==> src/rtl/alu_operand_stage.sv <==
// alu_operand_stage
//   Registered ID/EX operand-capture stage feeding the ALU logic unit.
//   Each cycle it resolves the two source operands and registers them with
//   the logic-unit op code. Operands come from the register file, or are
//   forwarded from EX or MEM. Operand B can instead be an immediate. The
//   stage also handles load-use bubbles, cache-miss freezes and branch
//   flushes. A flush that arrives during a freeze is remembered and applied
//   on the first free edge.
//
// Ports
//   clk, rst_n                  clock (rising edge), async active-low reset
//   i_valid                     decode presents an instruction
//   i_rs_addr/i_rt_addr         source register indices
//   i_rs_data/i_rt_data         register-file read data
//   i_imm, i_use_imm, i_imm_zext  immediate and how to use/extend it
//   i_log_sel                   logic-unit op code (passed through)
//   i_rd_addr, i_wr_en          destination register and write enable
//   i_ex_*                      EX-stage writer (result, dest, is_load)
//   i_mem_*                     MEM-stage writer (data, dest)
//   i_mem_stall                 cache miss: freeze this stage
//   i_flush                     branch taken: kill the captured instruction
//   o_valid .. o_wr_en          registered ALU inputs and writeback info
//   o_stall                     combinational hold request to PC and IF/ID
//   o_hazard_cnt                saturating count of load-use bubbles
module alu_operand_stage #(
  parameter int REG_WIDTH = 32,
  parameter int CNT_WIDTH = 16
) (
  input  logic                 clk,
  input  logic                 rst_n,
  input  logic                 i_valid,
  input  logic [4:0]           i_rs_addr,
  input  logic [4:0]           i_rt_addr,
  input  logic [REG_WIDTH-1:0] i_rs_data,
  input  logic [REG_WIDTH-1:0] i_rt_data,
  input  logic [15:0]          i_imm,
  input  logic                 i_use_imm,
  input  logic                 i_imm_zext,
  input  logic [2:0]           i_log_sel,
  input  logic [4:0]           i_rd_addr,
  input  logic                 i_wr_en,
  input  logic                 i_ex_wr_en,
  input  logic [4:0]           i_ex_rd,
  input  logic                 i_ex_is_load,
  input  logic [REG_WIDTH-1:0] i_ex_result,
  input  logic                 i_mem_wr_en,
  input  logic [4:0]           i_mem_rd,
  input  logic [REG_WIDTH-1:0] i_mem_data,
  input  logic                 i_mem_stall,
  input  logic                 i_flush,
  output logic                 o_valid,
  output logic [REG_WIDTH-1:0] o_first_op,
  output logic [REG_WIDTH-1:0] o_second_op,
  output logic [2:0]           o_log_sel,
  output logic [4:0]           o_rd_addr,
  output logic                 o_wr_en,
  output logic                 o_stall,
  output logic [CNT_WIDTH-1:0] o_hazard_cnt
);

  logic                 valid_q, valid_d;
  logic [REG_WIDTH-1:0] first_op_q, first_op_d;
  logic [REG_WIDTH-1:0] second_op_q, second_op_d;
  logic [2:0]           log_sel_q, log_sel_d;
  logic [4:0]           rd_addr_q, rd_addr_d;
  logic                 wr_en_q, wr_en_d;
  logic [CNT_WIDTH-1:0] hazard_cnt_q, hazard_cnt_d;
  logic                 flush_pending_q, flush_pending_d;

  logic [REG_WIDTH-1:0] rs_fwd, rt_fwd, imm_ext;
  logic                 load_use, flush_eff;

  // r0 is hard-wired to zero, so it never forwards. A load in EX cannot
  // forward because its data does not exist yet, so MEM or the register
  // file is used instead. That value is discarded by the load-use bubble.
  function automatic logic [REG_WIDTH-1:0] fwd_sel(
    input logic [4:0]           idx,
    input logic [REG_WIDTH-1:0] rf_data,
    input logic                 ex_wr_en,
    input logic [4:0]           ex_rd,
    input logic                 ex_is_load,
    input logic [REG_WIDTH-1:0] ex_result,
    input logic                 mem_wr_en,
    input logic [4:0]           mem_rd,
    input logic [REG_WIDTH-1:0] mem_data
  );
    if (idx == 5'd0)                                 return '0;
    else if (ex_wr_en && ex_rd == idx && !ex_is_load) return ex_result;
    else if (mem_wr_en && mem_rd == idx)             return mem_data;
    else                                             return rf_data;
  endfunction

  always_comb begin
    rs_fwd = fwd_sel(i_rs_addr, i_rs_data, i_ex_wr_en, i_ex_rd, i_ex_is_load,
                     i_ex_result, i_mem_wr_en, i_mem_rd, i_mem_data);
    rt_fwd = fwd_sel(i_rt_addr, i_rt_data, i_ex_wr_en, i_ex_rd, i_ex_is_load,
                     i_ex_result, i_mem_wr_en, i_mem_rd, i_mem_data);
    imm_ext = i_imm_zext ? {{(REG_WIDTH-16){1'b0}}, i_imm}
                         : {{(REG_WIDTH-16){i_imm[15]}}, i_imm};

    // rt only counts as a hazard source when it is actually read.
    load_use = i_valid && i_ex_wr_en && i_ex_is_load && (i_ex_rd != 5'd0) &&
               ((i_ex_rd == i_rs_addr) || (!i_use_imm && i_ex_rd == i_rt_addr));
    flush_eff = i_flush | flush_pending_q;

    // Hold outputs by default.
    valid_d         = valid_q;
    first_op_d      = first_op_q;
    second_op_d     = second_op_q;
    log_sel_d       = log_sel_q;
    rd_addr_d       = rd_addr_q;
    wr_en_d         = wr_en_q;
    hazard_cnt_d    = hazard_cnt_q;
    flush_pending_d = flush_pending_q;

    if (i_mem_stall) begin
      // Frozen: remember a flush so it is not lost behind the miss.
      flush_pending_d = flush_pending_q | i_flush;
    end else if (flush_eff) begin
      valid_d         = 1'b0;
      wr_en_d         = 1'b0;
      flush_pending_d = 1'b0;
    end else if (load_use) begin
      valid_d = 1'b0;
      wr_en_d = 1'b0;
      if (hazard_cnt_q != {CNT_WIDTH{1'b1}}) begin
        hazard_cnt_d = hazard_cnt_q + 1'b1;
      end
    end else begin
      valid_d     = i_valid;
      first_op_d  = rs_fwd;
      second_op_d = i_use_imm ? imm_ext : rt_fwd;
      log_sel_d   = i_log_sel;
      rd_addr_d   = i_rd_addr;
      wr_en_d     = i_wr_en & i_valid;
    end
  end

  always_ff @(posedge clk or negedge rst_n) begin
    if (!rst_n) begin
      valid_q         <= 1'b0;
      first_op_q      <= '0;
      second_op_q     <= '0;
      log_sel_q       <= '0;
      rd_addr_q       <= '0;
      wr_en_q         <= 1'b0;
      hazard_cnt_q    <= '0;
      flush_pending_q <= 1'b0;
    end else begin
      valid_q         <= valid_d;
      first_op_q      <= first_op_d;
      second_op_q     <= second_op_d;
      log_sel_q       <= log_sel_d;
      rd_addr_q       <= rd_addr_d;
      wr_en_q         <= wr_en_d;
      hazard_cnt_q    <= hazard_cnt_d;
      flush_pending_q <= flush_pending_d;
    end
  end

  // A flush kills the retried instruction anyway, so no hold is needed for it.
  assign o_stall      = rst_n & ((load_use & ~flush_eff) | i_mem_stall);
  assign o_valid      = valid_q;
  assign o_first_op   = first_op_q;
  assign o_second_op  = second_op_q;
  assign o_log_sel    = log_sel_q;
  assign o_rd_addr    = rd_addr_q;
  assign o_wr_en      = wr_en_q;
  assign o_hazard_cnt = hazard_cnt_q;

endmodule

==> config.mk <==
export PLATFORM = sky130hd
export DESIGN_NAME = alu_operand_stage
export DESIGN_NICKNAME = d
export VERILOG_FILES = /design/src/rtl/alu_operand_stage.sv
export SDC_FILE = /design/constraint.sdc
export NUM_CORES = 1
export LEC_CHECK = 0
export CORE_AREA = 2 2 105 107
export DETAILED_ROUTE_END_ITERATION = 10
export DIE_AREA = 0 0 107 109
export DONT_BUFFER_PORTS = 1
export GPL_TIMING_DRIVEN = 0
export PLACE_DENSITY_LB_ADDON = 0.08
export SYNTH_ARGS = -nofsm -noshare
export SYNTH_HDL_FRONTEND = slang
export SYNTH_SLANG_ARGS = --single-unit
==> constraint.sdc <==
create_clock -name clk -period 3.3 [get_ports clk]
set_input_delay 0.825 -clock clk [delete_from_list [all_inputs] [get_ports clk]]
set_output_delay 0.825 -clock clk [all_outputs]
set_load 0.03 [all_outputs]
# Word level (Yosys, flattened, before mapping)

Index checks and enable logic that the tools add are counted.

Output and inout bits: 91
Input bits: 183
Bits in registers: 91
Word-level logic and storage cells: 56

Add/sub/neg operators: 1
Eq/ne operators: 5
Multiplexer cells: 14
Bitwise gates (word level): 8
Reductions and logical operators: 20

Operator list:

| kind                                           | number |
|---|---|
| two-way mux 32 bit                             | 8 |
| == test 5 bit                                  | 4 |
| adder 16 x 1 -> 16 bit (second input constant) | 1 |
| != test 16 bit (second input constant)         | 1 |
| logical AND 1 bit                              | 11 |
| zero test 5 bit                                | 2 |
| two-way mux 1 bit                              | 6 |
| nonzero test 5 bit                             | 1 |
| AND reduction 4 bit                            | 1 |
| bitwise AND 1 bit                              | 3 |
| inverter 1 bit                                 | 3 |
| AND reduction 3 bit                            | 1 |
| zero test 1 bit                                | 2 |
| OR 1 bit                                       | 2 |
| nonzero test 2 bit                             | 1 |
| logical OR 1 bit                               | 1 |

# Longest topological paths before layout

Gate-level depths: netlist of run 1.

Depth after elaboration: 7
Mapped depth: 9
Gate-level depth less buffers: 7

# Worst setup path before layout of run 1

No wires, ideal clock.

Kind: input to output
Start: input port i_ex_rd[0]
End: output port o_stall
Arrival time: 2175 ps
Data required time: 2475 ps
Slack: 300 ps
Stages on the path: 7
Cells stage by stage: nor2b_1 > a2111o_1 > nor3_2 > o21ai_1 > buf_2 > nor2_1 > o21a_1

Cells in the longest elaborated chain, start to end: 7
Elaborated cells on any way between the ends: 10
Classes of those cells: 2 x eq/ne; 3 x bitwise; 5 x reduce/logical

RTL lines:

| what                | RTL line | source |
|---|---|---|
| from (decl)         | 43       | `input logic [4:0] i_ex_rd,` |
| == test 5 bit       | 103      | `((i_ex_rd == i_rs_addr) \|\| (!i_use_imm && i_ex_rd == i_rt_addr));` |
| logical AND 1 bit   | 103      |  |
| logical OR 1 bit    | 103      |  |
| logical AND 1 bit * | 102      | `load_use = i_valid && i_ex_wr_en && i_ex_is_load && (i_ex_rd != 5'd0) &&` |
| bitwise AND 1 bit * | 162      | `assign o_stall = rst_n & ((load_use & ~flush_eff) \| i_mem_stall);` |
| OR 1 bit *          | 162      |  |
| bitwise AND 1 bit * | 162      |  |
| to (decl)           | 57       | `output logic o_stall,` |

Mark *: on every way between the ends. The rest lies on a longest branch, timed or not.

# Final worst setup path of run 1

Same ends and word-level chain as after synthesis.

==> summary.md, run 1 <==
| Metric | Value |
|---|---|
| I/O pin count | 274 |
| Minimum clock period | 3.19 ns |
| DRT iter0 DRCs | 498 |
| CORE AREA | 10600 um2 |
| Clock Skews | 0.0124 ns |
| RSZ-0062 raised after global routing | no |
| Leakage power | 2.48 nW |
| Routed WL | 18600 um |
| CTS tree | done |
| Most common cell in the netlist | nand2_1 |
| Share of cells above drive strength 1 | 8.21% |
| PwrDens | 549 nW/um2 |
| Final net count | 813 |
| Area growth, synth to finish | 8.28% |
| Layout Utilization | 54.0% |
| Root buffer cell | clkbuf_8 |
| Status | finished clean |
| Pin count of the biggest net entering global routing | 93 |
| Num Clock Sinks | 91 |
| Setup TNS Final | 0 ns |
| Top cell type's share of synthesized area | 43.0% |
| Worst IR drop on VDD | 0.000252 V |
| Largest family of logic cells by synthesized area | compound AO/OA/AOI/OAI gates |
| CTS Buffer Depth | 2 |
| Average wire per standard cell | 24.1 um |
| Initial Util | 49.9% |
| Synth Area in Simple Gates | 18.7% |
| Post-synthesis adder-cell area fraction | 0.236% |
| Setup ws final | 0.109 ns |
| Sequential share of power | 55.8% |
| GRT Util Overall | 31.2% |
| Number of max-cap violations | 0 |
| Worst Path Required | 2.47 ns |
| XOR/XNOR Fraction of Synth Area | 4.97% |
| WS Path Type | in2out |
| Antenna violation net count after detailed routing | 0 |
| Via density | 6.47 |
| Placed inst area | 5470 um2 |
| Comb power frac | 12.1% |
| # hold bufs at CTS | 0 |
| CP endpoint kind | primary output |
| Cells after synthesis | 618 |
| Avg Inst Size Synth | 8.56 um2 |
| Final hold slack | 0.139 ns |
| Via count | 5002 |
| Ys Warns | 0 |
| Post-synthesis sequential area ratio | 43.0% |
| Rows | 38 |
| Synth Flop Type | dfrtp_1 |
| DRC Markers | 0 |
| Global-route wire length before repair | 27700 um |
| Period utilization | 96.7% |
| Htree depth | 3 |
| Least-Margin Pin Slew | 0.691 ns |
| Post-DP HPWL | 14100 um |
| Max-slew headroom | 54.0% |
| Pint | 2.07 mW |
| EDFF count, synth | 0 |
| Post-synth design cell area | 5290 um2 |
| Gr ovfl total | 0 |
| Switching part of the total | 34.0% |
| Die Wd | 107 um |
| Setup crit start kind | input pin |
| Worst Hold Class | in2async |
| Clk_lat worst skew | 0.38 ns |
| Critical path peak fanout | 10 |
| Diode count | 0 |
| Post-CTS Setup Inserts | 0 |
| Compound-Gate Fraction of Synth Area | 24.9% |
| TritonRoute pass-1 iters | 7 |
| DIE HEIGHT | 109 um |
| Sw Pwr | 1.07 mW |
| Post-synth top cells | 154 x nand2_1, 91 x dfrtp_1, 65 x a31oi_1 |
| FF+latch count, synth | 91 |
| Initial antenna violation count | 0 |
| Clock power share | 32.1% |
| Final slew viol count | 0 |
| Fillers | 1001 |
| Design Area, Final | 5730 um2 |
| Net Count, Synth | 802 |
| FMAX | 313 MHz |
| Synth cell types | 42 |
| CTS Buf Count | 9 |
| Post-synth top area cell | dfrtp_1 |
| Number of I/O port buffers | 0 |
| Setup violators final | 0 |
| Arrival @ worst endpoint | 2.37 ns |
| Fraction of registers with async set/reset | 100% |
| Mux share of post-synthesis cell area | 2.27% |
| Vias in the first global route | 4997 |
| Post-CTS sizing | 0 |
| Die ar. | 11700 um2 |
| Routability cong. | 0.902 |
| Top cells by area, synth | dfrtp_1 43%, nand2_1 11%, a31oi_1 7.7% |
| Reg clk slew, reported paths | 0.09 ns |
| Setup Slack @ Placement | 0.118 ns |
| Final hold violations | 0 |
[through the flow]
step	instances	total power, mW
finish	773	3.14
global route	773	3.25
CTS	773	3.16
detailed placement	758	2.16
global placement	758	2.14
floorplan	618	2.03
[kinds of logic after synthesis]
logic type	after synthesis
multiplexers	9
adder cells (fa/ha/maj)	1
AND/OR/NAND/NOR	239
AO/OA/AOI/OAI	190
buffers and inverters	58
XOR/XNOR	30
flip-flops	91
[layout make-up]
| type | count | area, um2 | share of cell area, % |
|---|---|---|---|
| inverters | 7 | 26.3 | 0.459 |
| clock inverters | 5 | 125 | 2.18 |
| clock buffers | 10 | 138 | 2.40 |
| flip-flops and latches | 91 | 2280 | 39.7 |
| well taps | 140 | 175 | 3.06 |
| multi-input cells | 469 | 2700 | 47.2 |
| plain buffers | 51 | 285 | 4.98 |
[critical path: stages]
cell and delay [ns]:
nor2b_1 0.11, a2111o_1 0.41, nor3_2 0.23, o21ai_1 0.12
buf_2 0.24, nor2_1 0.12, o21a_1 0.32
[power groups by stage]
stage / Combinational (mW) / Clock, mW / Sequential [mW]
2_1_floorplan: 0.311 / 0 / 1.72
3_3_place_gp: 0.364 / 0 / 1.77
3_5_place_dp: 0.378 / 0 / 1.78
4_1_cts: 0.380 / 1.02 / 1.76
5_1_grt: 0.422 / 1.06 / 1.77
6_report: 0.381 / 1.01 / 1.76
[placed cells by master, fill, tap and decap left out, types with 5 or more instances in the layout]
cell,n
a31o_1,16
xnor2_1,11
a21oi_1,18
dfrtp_1,91
o21ai_0,14
o22a_1,16
clkbuf_1,29
buf_2,9
inv_1,7
nand2_1,154
xor2_1,19
o21ai_1,19
a31oi_1,65
nor2_1,49
buf_6,9
a22o_1,33
clkbuf_8,10
nand3_1,9
mux2_4,5
[flip-flops by register name, indices dropped and copies added, names as in the netlist]
name	flops
o_wr_en	1
o_valid	1
o_first_op	32
o_log_sel	3
flush_pending_q	1
o_rd_addr	5
o_second_op	32
o_hazard_cnt	16
[per-layer routing]
layer | global-route usage, % | up-vias | part of all wire, %
met4 | 13.0 | 0 | 2.9
met2 | 52.6 | 337 | 48
met1 | 36.7 | 2401 | 37
li1 | - | 2220 | -
met3 | 10.3 | 44 | 12
met5 | 0 | - | 0
[worst paths after layout]
path	slack, ns	cells after the start	endpoint	startpoint
max in group asynchronous	3.01	0	o_second_op[28]$_DFFE_PN0P_	rst_n
worst max register to register	0.89	7	o_hazard_cnt[1]$_DFFE_PN0P_	o_hazard_cnt[0]$_DFFE_PN0P_
worst max-delay path	0.11	7	o_stall	i_ex_rd[0]
worst min-delay path	0.14	0	o_second_op[1]$_DFFE_PN0P_	rst_n
worst min register to register	0.61	2	flush_pending_q$_DFFE_PN0N_	flush_pending_q$_DFFE_PN0N_
min in group clk	0.59	1	o_valid$_DFFE_PN0N_	i_valid
Power figures use the tool's default switching activity.
==> run 2: changes to the inputs <==
--- a/config.mk
+++ b/config.mk
@@ -5,9 +5,10 @@
 export SDC_FILE = /design/constraint.sdc
 export NUM_CORES = 1
 export LEC_CHECK = 0
-export CORE_AREA = 2 2 105 107
+export CORE_ASPECT_RATIO = 0.7
+export CORE_MARGIN = 8
+export CORE_UTILIZATION = 61
 export DETAILED_ROUTE_END_ITERATION = 10
-export DIE_AREA = 0 0 107 109
 export DONT_BUFFER_PORTS = 1
 export GPL_TIMING_DRIVEN = 0
 export PLACE_DENSITY_LB_ADDON = 0.08
==> summary.md, run 2 (synthesis gave the netlist of run 1 again) <==
| Metric | Value |
|---|---|
| Worst IR drop on VDD | 0.000421 V (+67%) |
| Reg clk slew, reported paths | 0.06 ns (-0.03 ns) |
| Minimum clock period | 3.15 ns (-0.0460 ns) |
| Vias in the first global route | 4876 (-2.4%) |
| Setup crit start kind | input pin |
| Antenna violation net count after detailed routing | 0 (unchanged) |
| Rows | 28 (-26%) |
| R2r worst-path depth | 7 (unchanged) |
| Area growth, synth to finish | 8.23% (about the same) |
| TritonRoute pass-1 iters | 6 (-1) |
| Status | finished clean |
| Pin count of the biggest net entering global routing | 93 (unchanged) |
| Critical path peak fanout | 10 (unchanged) |
| FMAX | 318 MHz (+1.5%) |
| Critical-path cell list | xor2_1 > a2111o_1 > nor3_2 > o21ai_1 > buf_2 > nor2_1 > o21a_2 |
| Initial Util | 62.7% (+13 points) |
| Die Wd | 127 um (+19%) |
| Worst Path Required | 2.47 ns (about the same) |
| Leakage power | 2.48 nW (+0.13%) |
| Num Clock Sinks | 91 (unchanged) |
| Crit-path slowest cell | a2111o_1 |
| Gr ovfl total | 0 (unchanged) |
| DRC Markers | 0 (unchanged) |
| Via density | 6.76 (+4.4%) |
| Routed WL | 19800 um (+6.1%) |
| Setup TNS Final | 0 ns (unchanged) |
| Die ar. | 12000 um2 (+2.5%) |
| Htree depth | 3 (unchanged) |
| Clk_lat worst skew | 0.34 ns (-0.04 ns) |
| Reg2reg end | o_hazard_cnt[1]$_DFFE_PN0P_ |
| Worst Hold Class | in2async |
| Max-slew headroom | 55.3% (+1.4 points) |
| GRT Util Overall | 31.7% (+0.51 points) |
| Period utilization | 95.3% (-1.4 points) |
| Number of I/O port buffers | 0 (unchanged) |
| Initial antenna violation count | 0 (unchanged) |
| Final hold violations | 0 (unchanged) |
| Arrival @ worst endpoint | 2.32 ns (-0.05 ns) |
| Number of max-cap violations | 0 (unchanged) |
| Reg2Reg Setup Slack | 0.80 ns (-0.09 ns) |
| Power Total | 3.17 mW (+0.90%) |
| Least-Margin Pin Slew | 0.670 ns (-0.0205 ns) |
| CTS tree | done |
| Diode count | 0 (unchanged) |
| PwrDens | 554 nW/um2 (+0.94%) |
| CP max stage delay | 0.38 ns (-0.03 ns) |
| Final net count | 813 (unchanged) |
| Most frequent cells in the layout | 154 x nand2_1, 91 x dfrtp_1, 65 x a31oi_1 |
| Global-route wire length before repair | 29100 um (+5.1%) |
| Clock Skews | 0.00765 ns (-0.00472 ns) |
| WS Path Type | in2out |
| Reg-to-Reg Start | o_hazard_cnt[0]$_DFFE_PN0P_ |
| Final slew viol count | 0 (unchanged) |
| Root buffer cell | clkbuf_16 |
| CTS Buf Count | 9 (unchanged) |
| Average wire per standard cell | 26.3 um (+9.1%) |
| # hold bufs at CTS | 0 (unchanged) |
| Post-DP HPWL | 15300 um (+9.1%) |
| Via count | 5081 (+1.6%) |
| Commonest non-fill, non-tap cell in the layout | nand2_1 |
| I/O pin count | 274 (unchanged) |
| Setup violators final | 0 (unchanged) |
| CORE AREA | 8440 um2 (-20%) |
| Routability cong. | 0.896 (-0.68%) |
| DRT iter0 DRCs | 512 (+2.8%) |
| DIE HEIGHT | 93.9 um (-14%) |
| CTS Buffer Depth | 2 (unchanged) |
| RSZ-0062 raised after global routing | no |
| CP endpoint kind | primary output |
| Share of cells above drive strength 1 | 7.91% (-0.30 points) |
## run 2: cell types whose count changed in the layout (fill, tap and decap cells not counted), moves of 2 or more
cell       previous run  this run
clkbuf_1             29        31
clkbuf_16             0         9
bufinv_16             4         1
clkbuf_8             10         1
## run 2: what timing repair did
item | 4_1_cts | 5_1_grt
setup buffers | 0 | 0
gates resized for setup | 0 | 1
setup endpoints to repair | 0 | 1
endpoints found under the hold margin | 0 | 0
## run 2: routing by layer
layer	vias to the layer above	wire, um	track usage [%]
met5	-	0	0
met4	0	529	9.86
met3	48	2910	14.1
met2	397	9070	50.3
met1	2416	7250	38.3
li1	2220	-	-
## run 2: critical path, delay by kind of cell
| family | cells | cell delay (ns) |
|---|---|---|
| AO/OA/AOI/OAI | 3 | 0.74 |
| XOR/XNOR | 1 | 0.15 |
| buffers and inverters | 1 | 0.23 |
| AND/OR/NAND/NOR | 2 | 0.37 |
## run 2: final cells by class
type	count	area [um2]
fillers	707	2720
multi-input cells	469	2700
flip-flops and latches	91	2280
plain buffers	51	285
clock buffers	12	246
well taps	120	150
clock inverters	2	37.5
inverters	7	26.3
## run 2: worst max path at each step
stage,end,cells after the start,slack [ns],startpoint
after detailed placement,o_stall,7,0.08,i_ex_rd[0]
after global routing,o_stall,7,0.04,i_ex_rd[0]
after floorplan,o_stall,7,0.30,i_ex_rd[0]
final,o_stall,7,0.15,i_ex_rd[3]
after global placement,o_stall,7,0.13,i_ex_rd[0]
after CTS,o_stall,7,0.08,i_ex_rd[3]
## run 2: report_power, final
group          total [mW]  switching, mW  leakage, nW  internal [mW]
Sequential           1.77          0.494         1.11           1.28
Combinational       0.383          0.179         1.24          0.204
Clock                1.02          0.419        0.135          0.600
Total                3.17           1.09         2.48           2.08
## run 2: metrics by stage
stage          area (um2)  instances  hold slack (ns)  setup WS (ns)  util (%)
2_1_floorplan        5290        618            0.529          0.300         -
3_3_place_gp         5440        738            0.531          0.127      64.4
3_5_place_dp         5440        738            0.531         0.0834      64.4
4_1_cts              5730        752            0.168         0.0846      67.8
5_1_grt              5730        752            0.165         0.0395      67.8
6_report             5730        752            0.174          0.155      67.8
==> run 3: changes to the inputs <==
--- a/config.mk
+++ b/config.mk
@@ -7,9 +7,8 @@
 export LEC_CHECK = 0
 export CORE_ASPECT_RATIO = 0.7
 export CORE_MARGIN = 8
-export CORE_UTILIZATION = 61
+export CORE_UTILIZATION = 40
 export DETAILED_ROUTE_END_ITERATION = 10
-export DONT_BUFFER_PORTS = 1
 export GPL_TIMING_DRIVEN = 0
 export PLACE_DENSITY_LB_ADDON = 0.08
 export SYNTH_ARGS = -nofsm -noshare
==> summary.md, run 3 (synthesis gave the netlist of run 1 again) <==
| Metric | Value |
|---|---|
| Status | finished clean |
| Initial antenna violation count | 0 (unchanged) |
| Routability cong. | 0.905 (+1.0%) |
| Die Wd | 153 um (+21%) |
| CP endpoint kind | primary output |
| Gr ovfl total | 0 (unchanged) |
| Setup violators final | 0 (unchanged) |
| Multi-input gate area | 2720 um2 (+0.51%) |
| Setup crit start kind | input pin |
| Reg clk slew, reported paths | 0.07 ns (about the same) |
| PwrDens | 445 nW/um2 (-20%) |
| # hold bufs at CTS | 0 (unchanged) |
| Vias in the first global route | 6047 (+24%) |
| Critical Path Start | i_rt_addr[4] |
| Rows | 35 (+25%) |
| DRC Markers | 0 (unchanged) |
| Final hold slack | 0.486 ns (+0.312 ns) |
| CORE AREA | 13100 um2 (+55%) |
| FMAX | 313 MHz (-1.6%) |
| Worst IR drop on VDD | 0.000312 V (-26%) |
| Reg2Reg Setup Slack | 0.95 ns (+0.15 ns) |
| Antenna violation net count after detailed routing | 0 (unchanged) |
| Final slew viol count | 0 (unchanged) |
| CTS Buffer Depth | 2 (unchanged) |
| Root buffer cell | clkbuf_16 |
| DIE HEIGHT | 112 um (+19%) |
| Clock Skews | 0.00485 ns (-0.00280 ns) |
| I/O pin count | 274 (unchanged) |
| Worst Path Required | 2.47 ns (about the same) |
| R2r worst-path depth | 6 (-1) |
| Initial Util | 40.5% (-22 points) |
| Post-DP HPWL | 17900 um (+17%) |
| Final hold violations | 0 (unchanged) |
| Least-Margin Pin Slew | 0.732 ns (+0.0622 ns) |
| Power Total | 3.82 mW (+20%) |
| Reg area | 2280 um2 (unchanged) |
| Max-slew headroom | 51.2% (-4.1 points) |
| Number of I/O port buffers | 272 (+272) |
| Period utilization | 96.9% (+1.6 points) |
| Most frequent cells in the layout | 257 x clkdlybuf4s50_1, 154 x nand2_1, 91 x dfrtp_1 |
| Arrival @ worst endpoint | 2.37 ns (+0.05 ns) |
| Routed WL | 22800 um (+15%) |
| Leakage power | 3.61 nW (+45%) |
| Setup ws final | 0.102 ns (-0.0527 ns) |
| Average wire per standard cell | 21.2 um (-19%) |
| Worst Hold Class | in2async |
| Setup Slack @ Placement | -0.923 ns (-1.01 ns) |
| CTS tree | done |
| Share of cells above drive strength 1 | 7.25% (-0.66 points) |
| Via density | 5.58 (-17%) |
| GRT Util Overall | 25.5% (-6.2 points) |
| TritonRoute pass-1 iters | 5 (-1) |
| Diode count | 0 (unchanged) |
| Minimum clock period | 3.20 ns (+0.0527 ns) |
| Layout Utilization | 65.7% (-2.1 points) |
| Num Clock Sinks | 91 (unchanged) |
| WS Path Type | in2out |
| DRT iter0 DRCs | 530 (+3.5%) |
| Area growth, synth to finish | 62.1% |
| Reg-to-Reg Start | flush_pending_q$_DFFE_PN0N_ |
| Htree depth | 3 (unchanged) |
| Clk_lat worst skew | 0.34 ns (about the same) |
| Commonest non-fill, non-tap cell in the layout | clkdlybuf4s50_1 |
| Pin count of the biggest net entering global routing | 48 (-48%) |
| Via count | 6002 (+18%) |
| Fillers | 1091 (+54%) |
| Final net count | 1089 (+34%) |
| Number of max-cap violations | 0 (unchanged) |
| Die ar. | 17200 um2 (+44%) |
| CTS Buf Count | 9 (unchanged) |
| Global-route wire length before repair | 34600 um (+19%) |
| Critical path peak fanout | 4 (-6) |
## run 3: repair_timing
item,4_1_cts,5_1_grt
pin swaps,1,4
resized for setup,22,13
setup buffers,2,1
setup endpoints to repair,1,1
## run 3: power breakdown
group / internal (mW) / leakage, nW / total, mW / switching (mW)
Clock: 0.612 / 0.142 / 1.07 / 0.462
Combinational: 0.662 / 2.36 / 1.36 / 0.699
Sequential: 1.28 / 1.11 / 1.38 / 0.103
## run 3: path summary, 6_finish.rpt
path / end
min reg2reg: o_hazard_cnt[13]$_DFFE_PN0P_
min: o_hazard_cnt[0]$_DFFE_PN0P_
min in group clk: o_hazard_cnt[13]$_DFFE_PN0P_
max in group asynchronous: o_second_op[8]$_DFFE_PN0P_
max reg2reg: o_hazard_cnt[15]$_DFFE_PN0P_
max: o_stall
## run 3: layout make-up
class	instances	share of cell area, %
plain buffers	51	3.40
clock buffers	11	2.83
clock inverters	5	0.729
inverters	7	0.306
multi-input cells	469	31.7
flip-flops and latches	91	26.5
well taps	166	2.42
repair buffers	276	32.1
## run 3: critical path: stages
cell,delay (ns)
dlygate4sd2_1,0.29
a2111o_1,0.45
nor3_2,0.22
o21ai_2,0.11
buf_6,0.13
nor2_1,0.08
o21a_1,0.13
buf_6,0.13
## run 3: metal layers
metal / GRT usage, % / wire [um]
met1: 33.9 / 10100
met2: 40.0 / 10300
met3: 7.49 / 1970
met4: 6.96 / 443
met5: 0 / 0
## run 3: per-stage QoR
step / std cells / cell area (um2) / TNS [ns]
floorplan: 618 / 5290 / 0
global placement: 1056 / 8220 / -186.29
detailed placement: 1057 / 8250 / -2.65
CTS: 1075 / 8570 / 0
global route: 1076 / 8580 / -0.00383
finish: 1076 / 8580 / 0
